===== src/rtl/axi4lite_pkg.sv =====
// Shared AXI4-Lite widths, response codes and the byte-strobe merge helper.
package axi4lite_pkg;

    localparam int AXI_ADDR_WIDTH = 32;
    localparam int AXI_DATA_WIDTH = 32;
    localparam int AXI_STRB_WIDTH = AXI_DATA_WIDTH / 8;
    localparam int ADDR_LSB       = 2;

    localparam logic [1:0] RESP_OKAY   = 2'b00;
    localparam logic [1:0] RESP_SLVERR = 2'b10;

    typedef struct packed {
        logic [AXI_DATA_WIDTH-1:0] dat;
        logic [AXI_STRB_WIDTH-1:0] strb;
        logic [1:0]                resp;
    } wr_cmt_t;

    function automatic logic [AXI_DATA_WIDTH-1:0] strb_merge(
        input logic [AXI_DATA_WIDTH-1:0] old_dat,
        input logic [AXI_DATA_WIDTH-1:0] new_dat,
        input logic [AXI_STRB_WIDTH-1:0] strb
    );
        logic [AXI_DATA_WIDTH-1:0] res;
        res = old_dat;
        for (int k = 0; k < AXI_STRB_WIDTH; k++) begin
            if (strb[k]) res[k*8 +: 8] = new_dat[k*8 +: 8];
        end
        return res;
    endfunction

endpackage


===== src/rtl/axi4lite_if.sv =====
// AXI4-Lite link: five channels with master/slave views.
interface axi4lite_if;
    import axi4lite_pkg::*;

    logic                      AW_VALID;
    logic                      AW_READY;
    logic [AXI_ADDR_WIDTH-1:0] AW_ADDR;
    logic [2:0]                AW_PROT;
    logic                      W_VALID;
    logic                      W_READY;
    logic [AXI_DATA_WIDTH-1:0] W_DATA;
    logic [AXI_STRB_WIDTH-1:0] W_STRB;
    logic                      B_VALID;
    logic                      B_READY;
    logic [1:0]                B_RESP;
    logic                      AR_VALID;
    logic                      AR_READY;
    logic [AXI_ADDR_WIDTH-1:0] AR_ADDR;
    logic [2:0]                AR_PROT;
    logic                      R_VALID;
    logic                      R_READY;
    logic [AXI_DATA_WIDTH-1:0] R_DATA;
    logic [1:0]                R_RESP;

    modport master (
        output AW_VALID, AW_ADDR, AW_PROT, W_VALID, W_DATA, W_STRB, B_READY,
               AR_VALID, AR_ADDR, AR_PROT, R_READY,
        input  AW_READY, W_READY, B_VALID, B_RESP, AR_READY, R_VALID, R_DATA, R_RESP
    );

    modport slave (
        input  AW_VALID, AW_ADDR, AW_PROT, W_VALID, W_DATA, W_STRB, B_READY,
               AR_VALID, AR_ADDR, AR_PROT, R_READY,
        output AW_READY, W_READY, B_VALID, B_RESP, AR_READY, R_VALID, R_DATA, R_RESP
    );

endinterface


===== src/rtl/axi4lite_wr_ctrl.sv =====
// AXI4-Lite write control: one-entry AW and W slots, commit request, B channel.
// Latency: commit one cycle after both slots fill; B_VALID the cycle after commit.
// Backpressure: a held B blocks commits only; each slot deasserts READY while full.
module axi4lite_wr_ctrl
    import axi4lite_pkg::*;
#(
    parameter int NUM_REGS = 8,
    parameter int IDX_W    = 3
) (
    input  logic             A_CLK,
    input  logic             A_RST,
    axi4lite_if.slave        s_axi,
    output logic             cmt_vld,
    output logic [IDX_W-1:0] cmt_idx,
    output wr_cmt_t          cmt_dat
);

    logic                      aw_full;
    logic                      w_full;
    logic [AXI_ADDR_WIDTH-1:0] aw_addr;
    logic [AXI_DATA_WIDTH-1:0] w_data;
    logic [AXI_STRB_WIDTH-1:0] w_strb;
    logic [AXI_ADDR_WIDTH-1:0] aw_word;
    logic [1:0]                aw_resp;

    assign aw_word = aw_addr >> ADDR_LSB;
    assign aw_resp = (aw_word < AXI_ADDR_WIDTH'(NUM_REGS)) ? RESP_OKAY : RESP_SLVERR;

    assign s_axi.AW_READY = !aw_full && !A_RST;
    assign s_axi.W_READY  = !w_full && !A_RST;

    assign cmt_vld = aw_full && w_full && !s_axi.B_VALID;
    assign cmt_idx = IDX_W'(aw_word);
    assign cmt_dat = '{dat: w_data, strb: w_strb, resp: aw_resp};

    always_ff @(posedge A_CLK) begin
        if (A_RST) begin
            aw_full       <= 1'b0;
            w_full        <= 1'b0;
            aw_addr       <= '0;
            w_data        <= '0;
            w_strb        <= '0;
            s_axi.B_VALID <= 1'b0;
            s_axi.B_RESP  <= RESP_OKAY;
        end else begin
            if (s_axi.AW_VALID && s_axi.AW_READY) begin
                aw_full <= 1'b1;
                aw_addr <= s_axi.AW_ADDR;
            end
            if (s_axi.W_VALID && s_axi.W_READY) begin
                w_full <= 1'b1;
                w_data <= s_axi.W_DATA;
                w_strb <= s_axi.W_STRB;
            end
            // Both slots are full during a commit, so no capture can collide with the clear.
            if (cmt_vld) begin
                aw_full       <= 1'b0;
                w_full        <= 1'b0;
                s_axi.B_VALID <= 1'b1;
                s_axi.B_RESP  <= aw_resp;
            end else if (s_axi.B_VALID && s_axi.B_READY) begin
                s_axi.B_VALID <= 1'b0;
            end
        end
    end

endmodule


===== src/rtl/axi4lite_reg_slave.sv =====
// AXI4-Lite register bank: NUM_REGS strobed R/W registers with write pulses.
// Latency: write B/REG_OUT two cycles after AW+W handshake; read R one cycle after AR.
// Backpressure: B_VALID/R_VALID held until READY; AR_READY low while R_VALID high.
module axi4lite_reg_slave
    import axi4lite_pkg::*;
#(
    parameter int NUM_REGS = 8
) (
    input  logic                               A_CLK,
    input  logic                               A_RST,
    axi4lite_if.slave                          s_axi,
    output logic [NUM_REGS*AXI_DATA_WIDTH-1:0] REG_OUT,
    output logic [NUM_REGS-1:0]                WR_PULSE
);

    localparam int IDX_W = (NUM_REGS > 1) ? $clog2(NUM_REGS) : 1;

    logic                      cmt_vld;
    logic [IDX_W-1:0]          cmt_idx;
    wr_cmt_t                   cmt_dat;
    logic [AXI_DATA_WIDTH-1:0] regs [NUM_REGS];
    logic [AXI_ADDR_WIDTH-1:0] ar_word;
    logic                      ar_in_range;
    logic                      unused_prot;

    assign unused_prot = ^{s_axi.AW_PROT, s_axi.AR_PROT};

    axi4lite_wr_ctrl #(
        .NUM_REGS (NUM_REGS),
        .IDX_W    (IDX_W)
    ) u_wr_ctrl (
        .A_CLK   (A_CLK),
        .A_RST   (A_RST),
        .s_axi   (s_axi),
        .cmt_vld (cmt_vld),
        .cmt_idx (cmt_idx),
        .cmt_dat (cmt_dat)
    );

    always_ff @(posedge A_CLK) begin
        if (A_RST) begin
            for (int i = 0; i < NUM_REGS; i++) regs[i] <= '0;
            WR_PULSE <= '0;
        end else begin
            WR_PULSE <= '0;
            if (cmt_vld && cmt_dat.resp == RESP_OKAY) begin
                regs[cmt_idx]     <= strb_merge(regs[cmt_idx], cmt_dat.dat, cmt_dat.strb);
                WR_PULSE[cmt_idx] <= 1'b1;
            end
        end
    end

    for (genvar i = 0; i < NUM_REGS; i++) begin : g_reg_out
        assign REG_OUT[i*AXI_DATA_WIDTH +: AXI_DATA_WIDTH] = regs[i];
    end

    assign ar_word        = s_axi.AR_ADDR >> ADDR_LSB;
    assign ar_in_range    = ar_word < AXI_ADDR_WIDTH'(NUM_REGS);
    assign s_axi.AR_READY = !s_axi.R_VALID && !A_RST;

    // Sampling regs with non-blocking semantics gives the pre-write value on a coincident commit.
    always_ff @(posedge A_CLK) begin
        if (A_RST) begin
            s_axi.R_VALID <= 1'b0;
            s_axi.R_DATA  <= '0;
            s_axi.R_RESP  <= RESP_OKAY;
        end else if (s_axi.AR_VALID && s_axi.AR_READY) begin
            s_axi.R_VALID <= 1'b1;
            s_axi.R_DATA  <= ar_in_range ? regs[IDX_W'(ar_word)] : '0;
            s_axi.R_RESP  <= ar_in_range ? RESP_OKAY : RESP_SLVERR;
        end else if (s_axi.R_READY) begin
            s_axi.R_VALID <= 1'b0;
        end
    end

endmodule


===== src/flat_wrapper.sv =====
// flat-port wrapper written by rule: the top's interface ports become plain ports
module axi4lite_reg_slave_flat import axi4lite_pkg::*;
#(
    parameter int NUM_REGS = 8
)
  (A_CLK, A_RST, REG_OUT, WR_PULSE, s_axi_AW_VALID, s_axi_AW_ADDR, s_axi_AW_PROT, s_axi_W_VALID, s_axi_W_DATA, s_axi_W_STRB, s_axi_B_READY, s_axi_AR_VALID, s_axi_AR_ADDR, s_axi_AR_PROT, s_axi_R_READY, s_axi_AW_READY, s_axi_W_READY, s_axi_B_VALID, s_axi_B_RESP, s_axi_AR_READY, s_axi_R_VALID, s_axi_R_DATA, s_axi_R_RESP);
  axi4lite_if s_axi_i ();
  input  logic A_CLK;
  input  logic A_RST;
  output logic [NUM_REGS*AXI_DATA_WIDTH-1:0] REG_OUT;
  output logic [NUM_REGS-1:0] WR_PULSE;
  input wire logic [$bits(s_axi_i.AW_VALID)-1:0] s_axi_AW_VALID;
  input wire logic [$bits(s_axi_i.AW_ADDR)-1:0] s_axi_AW_ADDR;
  input wire logic [$bits(s_axi_i.AW_PROT)-1:0] s_axi_AW_PROT;
  input wire logic [$bits(s_axi_i.W_VALID)-1:0] s_axi_W_VALID;
  input wire logic [$bits(s_axi_i.W_DATA)-1:0] s_axi_W_DATA;
  input wire logic [$bits(s_axi_i.W_STRB)-1:0] s_axi_W_STRB;
  input wire logic [$bits(s_axi_i.B_READY)-1:0] s_axi_B_READY;
  input wire logic [$bits(s_axi_i.AR_VALID)-1:0] s_axi_AR_VALID;
  input wire logic [$bits(s_axi_i.AR_ADDR)-1:0] s_axi_AR_ADDR;
  input wire logic [$bits(s_axi_i.AR_PROT)-1:0] s_axi_AR_PROT;
  input wire logic [$bits(s_axi_i.R_READY)-1:0] s_axi_R_READY;
  output wire logic [$bits(s_axi_i.AW_READY)-1:0] s_axi_AW_READY;
  output wire logic [$bits(s_axi_i.W_READY)-1:0] s_axi_W_READY;
  output wire logic [$bits(s_axi_i.B_VALID)-1:0] s_axi_B_VALID;
  output wire logic [$bits(s_axi_i.B_RESP)-1:0] s_axi_B_RESP;
  output wire logic [$bits(s_axi_i.AR_READY)-1:0] s_axi_AR_READY;
  output wire logic [$bits(s_axi_i.R_VALID)-1:0] s_axi_R_VALID;
  output wire logic [$bits(s_axi_i.R_DATA)-1:0] s_axi_R_DATA;
  output wire logic [$bits(s_axi_i.R_RESP)-1:0] s_axi_R_RESP;
  assign s_axi_i.AW_VALID = s_axi_AW_VALID;
  assign s_axi_i.AW_ADDR = s_axi_AW_ADDR;
  assign s_axi_i.AW_PROT = s_axi_AW_PROT;
  assign s_axi_i.W_VALID = s_axi_W_VALID;
  assign s_axi_i.W_DATA = s_axi_W_DATA;
  assign s_axi_i.W_STRB = s_axi_W_STRB;
  assign s_axi_i.B_READY = s_axi_B_READY;
  assign s_axi_i.AR_VALID = s_axi_AR_VALID;
  assign s_axi_i.AR_ADDR = s_axi_AR_ADDR;
  assign s_axi_i.AR_PROT = s_axi_AR_PROT;
  assign s_axi_i.R_READY = s_axi_R_READY;
  assign s_axi_AW_READY = s_axi_i.AW_READY;
  assign s_axi_W_READY = s_axi_i.W_READY;
  assign s_axi_B_VALID = s_axi_i.B_VALID;
  assign s_axi_B_RESP = s_axi_i.B_RESP;
  assign s_axi_AR_READY = s_axi_i.AR_READY;
  assign s_axi_R_VALID = s_axi_i.R_VALID;
  assign s_axi_R_DATA = s_axi_i.R_DATA;
  assign s_axi_R_RESP = s_axi_i.R_RESP;
  axi4lite_reg_slave #(.NUM_REGS(NUM_REGS)) u_core (.A_CLK(A_CLK), .A_RST(A_RST), .s_axi(s_axi_i), .REG_OUT(REG_OUT), .WR_PULSE(WR_PULSE));
endmodule

===== config.mk =====
export PLATFORM = sky130hd
export DESIGN_NAME = axi4lite_reg_slave_flat
export DESIGN_NICKNAME = d
export VERILOG_FILES = /design/src/rtl/axi4lite_pkg.sv /design/src/rtl/axi4lite_if.sv /design/src/rtl/axi4lite_wr_ctrl.sv /design/src/rtl/axi4lite_reg_slave.sv /design/src/flat_wrapper.sv
export SDC_FILE = /design/constraint.sdc
export NUM_CORES = 1
export LEC_CHECK = 0
export ABC_AREA = 1
export CORE_MARGIN = 2
export CORE_UTILIZATION = 49
export DETAILED_ROUTE_END_ITERATION = 7
export MAX_ROUTING_LAYER = met4
export PLACE_DENSITY = 0.79
export SLEW_MARGIN = 20
export SYNTH_ARGS = -nofsm -noshare
export SYNTH_HDL_FRONTEND = slang
export SYNTH_SLANG_ARGS = --single-unit

===== constraint.sdc =====
create_clock -name A_CLK -period 2.2 [get_ports A_CLK]
set_input_delay 0.44 -clock A_CLK [delete_from_list [all_inputs] [get_ports A_CLK]]
set_output_delay 0.44 -clock A_CLK [all_outputs]
set_load 0.02 [all_outputs]

# [After elaboration in Yosys (flattened, before gate mapping)]
# Memories as Yosys holds them, arrays and structs flattened.
# Cells that the tools add are included.
[op_classes] n_lt_le_gt_ge=4 n_eq_ne=4 mux=29 bitwise_logic=1 reduce_logical=26
[ops] op="$mux 8" count=12
[ops] op="$mux 32" count=2
[ops] op="$lt 30x4->1 const B" count=2
[ops] op="$reduce_or 32->1" count=1
[ops] op="$ne 3x3->1 const B" count=4
[ops] op="$logic_and 1x1->1" count=11
[ops] op="$mux 1" count=10
[ops] op="$reduce_and 2->1" count=4
[ops] op="$logic_not 1->1" count=5
[ops] op="$lt 3x4->1 const B" count=1
[ops] op="$mux 2" count=2
[ops] op="$mux 4" count=1
[ops] op="$reduce_bool 2->1" count=2
[ops] op="$reduce_or 2->1" count=2
[ops] op="$demux 1 s3" count=1
[ops] op="$ge 3x1->1 const B" count=1
[ops] op="$mux 3" count=1
[ops] op="$logic_not 2->1" count=1
[ops] op="$not 1->1" count=1
[word_totals] ff_bits=116 mem_bits_rw=256 input_bits=113 output_inout_bits=305 n_memories=1
[mem_list] name="u_core.regs" depth=8 width=32 rd=9 rd_clocked_by_memory_dff=0 write_ports=8 line_no="axi4lite_reg_slave.sv:21" rtl="logic [AXI_DATA_WIDTH-1:0] regs [NUM_REGS];"

# [Logic depth before layout (Yosys ltp)]
# Gate-level depths: netlist (run 1).
[depth] depth_word=10 mapped_depth=9

# [Worst setup path before layout (run 1)]
# OpenSTA, ideal clock, no wires.
[synth_timing] path_kind="in2reg" start="input A_RST" end="memory u_core.regs[1][24], enable pin" setup_time_ns=0.329 arrival_ns=1.656 required_ns=1.871 setup_slack_ns=0.215 cell_stages=6 n_path_buf=1 path_cell_list="buf_2 > nor2_4 > inv_1 > nor2_4 > nand3_4 > nand2_1"
[synth_lines] element="start, declared" line_no="flat_wrapper.sv:9" rtl="input logic A_RST;"
[synth_lines] element="end, declared" line_no="axi4lite_reg_slave.sv:21"

# [Worst setup path after layout (run 1)]
[layout_timing] start="register u_core.u_wr_ctrl.w_full" end="output s_axi_W_READY"
[layout_between] elab_chain_cells=2
[layout_lines] element="start, declared" line_no="axi4lite_wr_ctrl.sv:19" rtl="logic w_full;"
[layout_lines] element="start signal, assigned" line_no="axi4lite_wr_ctrl.sv:39" rtl="w_full <= 1'b0;"
[layout_lines] element="start signal, assigned" line_no="axi4lite_wr_ctrl.sv:51" rtl="w_full <= 1'b1;"
[layout_lines] element="start signal, assigned" line_no="axi4lite_wr_ctrl.sv:58" rtl="w_full <= 1'b0;"
[layout_lines] element="$logic_not 1->1" line_no="axi4lite_wr_ctrl.sv:30" rtl="assign s_axi.W_READY = !w_full && !A_RST;"
[layout_lines] element="$logic_and 1x1->1" line_no="axi4lite_wr_ctrl.sv:30"
[layout_lines] element="end, declared" line_no="flat_wrapper.sv:24" rtl="output wire logic [$bits(s_axi_i.W_READY)-1:0] s_axi_W_READY;"
# No other way between the ends.

==> results of run 1 <==
## critical path, delay by kind of cell, from the launching register on
| kind | cells | cell delay, ns |
|---|---|---|
| buffers and inverters | 2 | 0.77 |
| flip-flops | 1 | 0.31 |
| AND/OR/NAND/NOR | 1 | 0.09 |
## layer usage
layer,vias to the layer above,wire length [um],track usage [%]
met5,-,0,-
met4,0,2093,11.14
met2,846,25070,50.20
met3,157,4717,4.485
met1,6519,19110,36.49
li1,6411,-,-
## cell type report
type,instances,area (um2)
Antenna cell,2,5.005
Clock buffer,57,1157
Clock inverter,14,121.4
Fill cell,2391,10190
Inverter,58,219.0
Multi-Input combinational cell,1141,5446
Sequential cell,368,9930
Tap cell,442,553.0
Timing Repair Buffer,472,4747
## logic make-up after synthesis
| family | Yosys count | synth area share (%) |
|---|---|---|
| simple gates | 942 | 26.91 |
| flops | 368 | 62.09 |
| compound gates | 197 | 6.901 |
| buf+inv | 153 | 4.076 |
| other cells | 1 | 0.02345 |
## state kept, by name, indices dropped and copies added (netlist names)
register and flops:
u_core.WR_PULSE 8, u_core.regs 256, u_core.u_wr_ctrl.w_data 32, u_core.u_wr_ctrl.s_axi.B_RESP 1, u_core.u_wr_ctrl.w_full 1, u_core.s_axi.R_VALID 1, u_core.u_wr_ctrl.aw_addr 30, u_core.s_axi.R_DATA 32
u_core.u_wr_ctrl.aw_full 1, u_core.u_wr_ctrl.w_strb 4, u_core.u_wr_ctrl.s_axi.B_VALID 1, u_core.s_axi.R_RESP 1
## metrics by stage
| step | total power, W | utilization [%] | cells | hold slack (ns) |
|---|---|---|---|---|
| final | 0.01623 | 68.51 | 2554 | 0.4574 |
| after global routing | 0.01669 | 68.51 | 2554 | 0.4719 |
| after CTS | 0.01626 | 68.43 | 2552 | 0.4418 |
| after detailed placement | 0.009831 | 64.48 | 2481 | 0.4548 |
| after global placement | 0.009796 | 64.48 | 2481 | 0.4535 |
| after floorplan | 0.008890 | - | 1662 | 0.4466 |
## path summary, 6_finish.rpt
| kind | slack (ns) | cells past startpoint | end | startpoint |
|---|---|---|---|---|
| max reg2reg | 0.10 | 8 | u_core.regs[5][21]$_SDFFCE_PN0P_ | u_core.u_wr_ctrl.s_axi.B_VALID$_SDFFE_PP0P_ |
| min reg2reg | 0.46 | 2 | u_core.s_axi.R_DATA[0]$_SDFFE_PP0P_ | u_core.s_axi.R_DATA[0]$_SDFFE_PP0P_ |
| max | 0.07 | 3 | s_axi_W_READY | u_core.u_wr_ctrl.w_full$_SDFFE_PP0P_ |
| min | 0.46 | 3 | u_core.u_wr_ctrl.s_axi.B_VALID$_SDFFE_PP0P_ | A_RST |
## cell usage in the layout (no fill, tap or decap), types with 33 or more instances in the layout
cell type        count
nand3_1             99
nand2_1            195
buf_4               53
clkdlybuf4s50_1    402
dfxtp_1            112
o31ai_1             47
clkbuf_16           42
clkinv_1            36
o21ai_0            117
a21oi_1             33
edfxtp_1           256
nor2_1             556
## report_power, final
| group | internal [W] | leakage, nW | switching [W] |
|---|---|---|---|
| Combinational | 0.000740 | 3.84 | 0.00115 |
| Sequential | 0.00765 | 3.56 | 0.000173 |
| Clock | 0.00389 | 0.628 | 0.00263 |
| Total | 0.0123 | 8.02 | 0.00396 |
## what timing repair did
action / 4_1_cts / 5_1_grt
endpoints found under the setup margin: 0 / 59
endpoints found under the hold margin: 0 / 0
gates resized for setup: 0 / 9
==> results.md, run 1 <==
- Max Fclk: 0.4704 GHz
- CP max-delay cell: clkdlybuf4s50_1
- Most common cell in the netlist: nor2_1
- Worst-Margin Slew: 0.6334 ns
- Ys async rst share: 0%
- H-tree depth: 2
- Cts hold-fix bufs: 0
- Aggregate global-route resource usage: 29.79%
- PD cells: 731.7 mW/mm2
- Worst slack at placement: 0.08655 ns
- Post-synth top area share: 48.07%
- Slowest stage delay, CP: 0.62 ns
- Worst-path clk slew: 0.06 ns
- CTS Buffer Depth: 3
- Worst-path fanout max: 3
- P&R area growth vs syn: 38.69%
- Die footprint: 0.03410 mm2
- Initial antenna violation count: 2
- Fin crit period: 2.126 ns
- Worst hold path type: in2reg
- DP HPWL: 35710 um
- DR pass1 iterations: 8
- Post-synth top area cell: edfxtp_1
- Max-cap viol count: 0
- Post-synth top cells: nor2_1, edfxtp_1, nand2_1
- Syn avg cell area: 9.628 um2
- # rows: 66
- CP required: 1.76 ns
- Via-to-Cell Ratio: 5.455
- Setup WS post-layout: 0.07413 ns
- First-pass GRT wire length: 74490 um
- Final setup vio count: 0
- RSZ-0062 raised after global routing: no
- Synth warn: 0
- 1st-iter DRT viols: 1242
- GPL Wtd Cong: 0.8953
- Boundary Pins: 418
- Run status: complete, but fails checks
- Slew Limit Fails: 0
- VDD IR max: 593.5 uV
- Initial Util: 49.40%
- Distinct cells, synth: 30
- Layout cells sized above 1: 10.14%
- WL final: 50990 um
- Final hold vios: 0
- DRT antenna net count: 0
- DRC Markers: 11
- Area after DPL: 0.02087 mm2
- Final net count: 2193
- Finished Cell Area: 0.02218 mm2
- Sequential area share after synthesis: 62.09%
- CP Capture Type: output port
- Mapped Area: 0.01599 mm2
- Synthesized flop and latch total: 368
- Worst-path cell chain: buf_4 -> nor2_1 -> clkdlybuf4s50_1
- Top post-synthesis cells by area: edfxtp_1, dfxtp_1, nor2_1, nand2_1, o21ai_0
- Die Wd: 184.7 um
- Failing checks: design-rule violations
- Clock Skews: 0.009036 ns
- Final Cycle Share: 96.63%
- CTS tree: built
- Post-CTS setup buffers: 0
- Core Box Area: 0.03237 mm2
- Chip Height: 184.7 um
- Clock Latency Late Sink: 0.52 ns
- Pin count of the biggest net entering global routing: 77
- Worst path arrival time: 1.69 ns
- Vias in the first global route: 13150
- Synth Flop Type: edfxtp_1
- Synth Instances: 1661
- Rel. slew slack: 57.71%
- Leakage: 8.023 nW
- Number of synthesized flops with an enable pin: 256
- CP Launch Type: register
- Setup TNS Final: 0 ns
- Via count: 13930
- Number of port buffers: 405
- CTS Buf Count: 39
- Wire per inst: 19.96 um
- Clk sinks: 368
- Overflow after GRT: 0
- Root buf cell: clkbuf_16
- Critical path class: reg2out
Power figures use the tool's default switching activity.
==> run 2: changes to the inputs <==
SKIP_LAST_GASP = 1   (was default)
==> results of run 2 <==
Same layout as run 1: the final DEF is identical, and so are final timing and power.
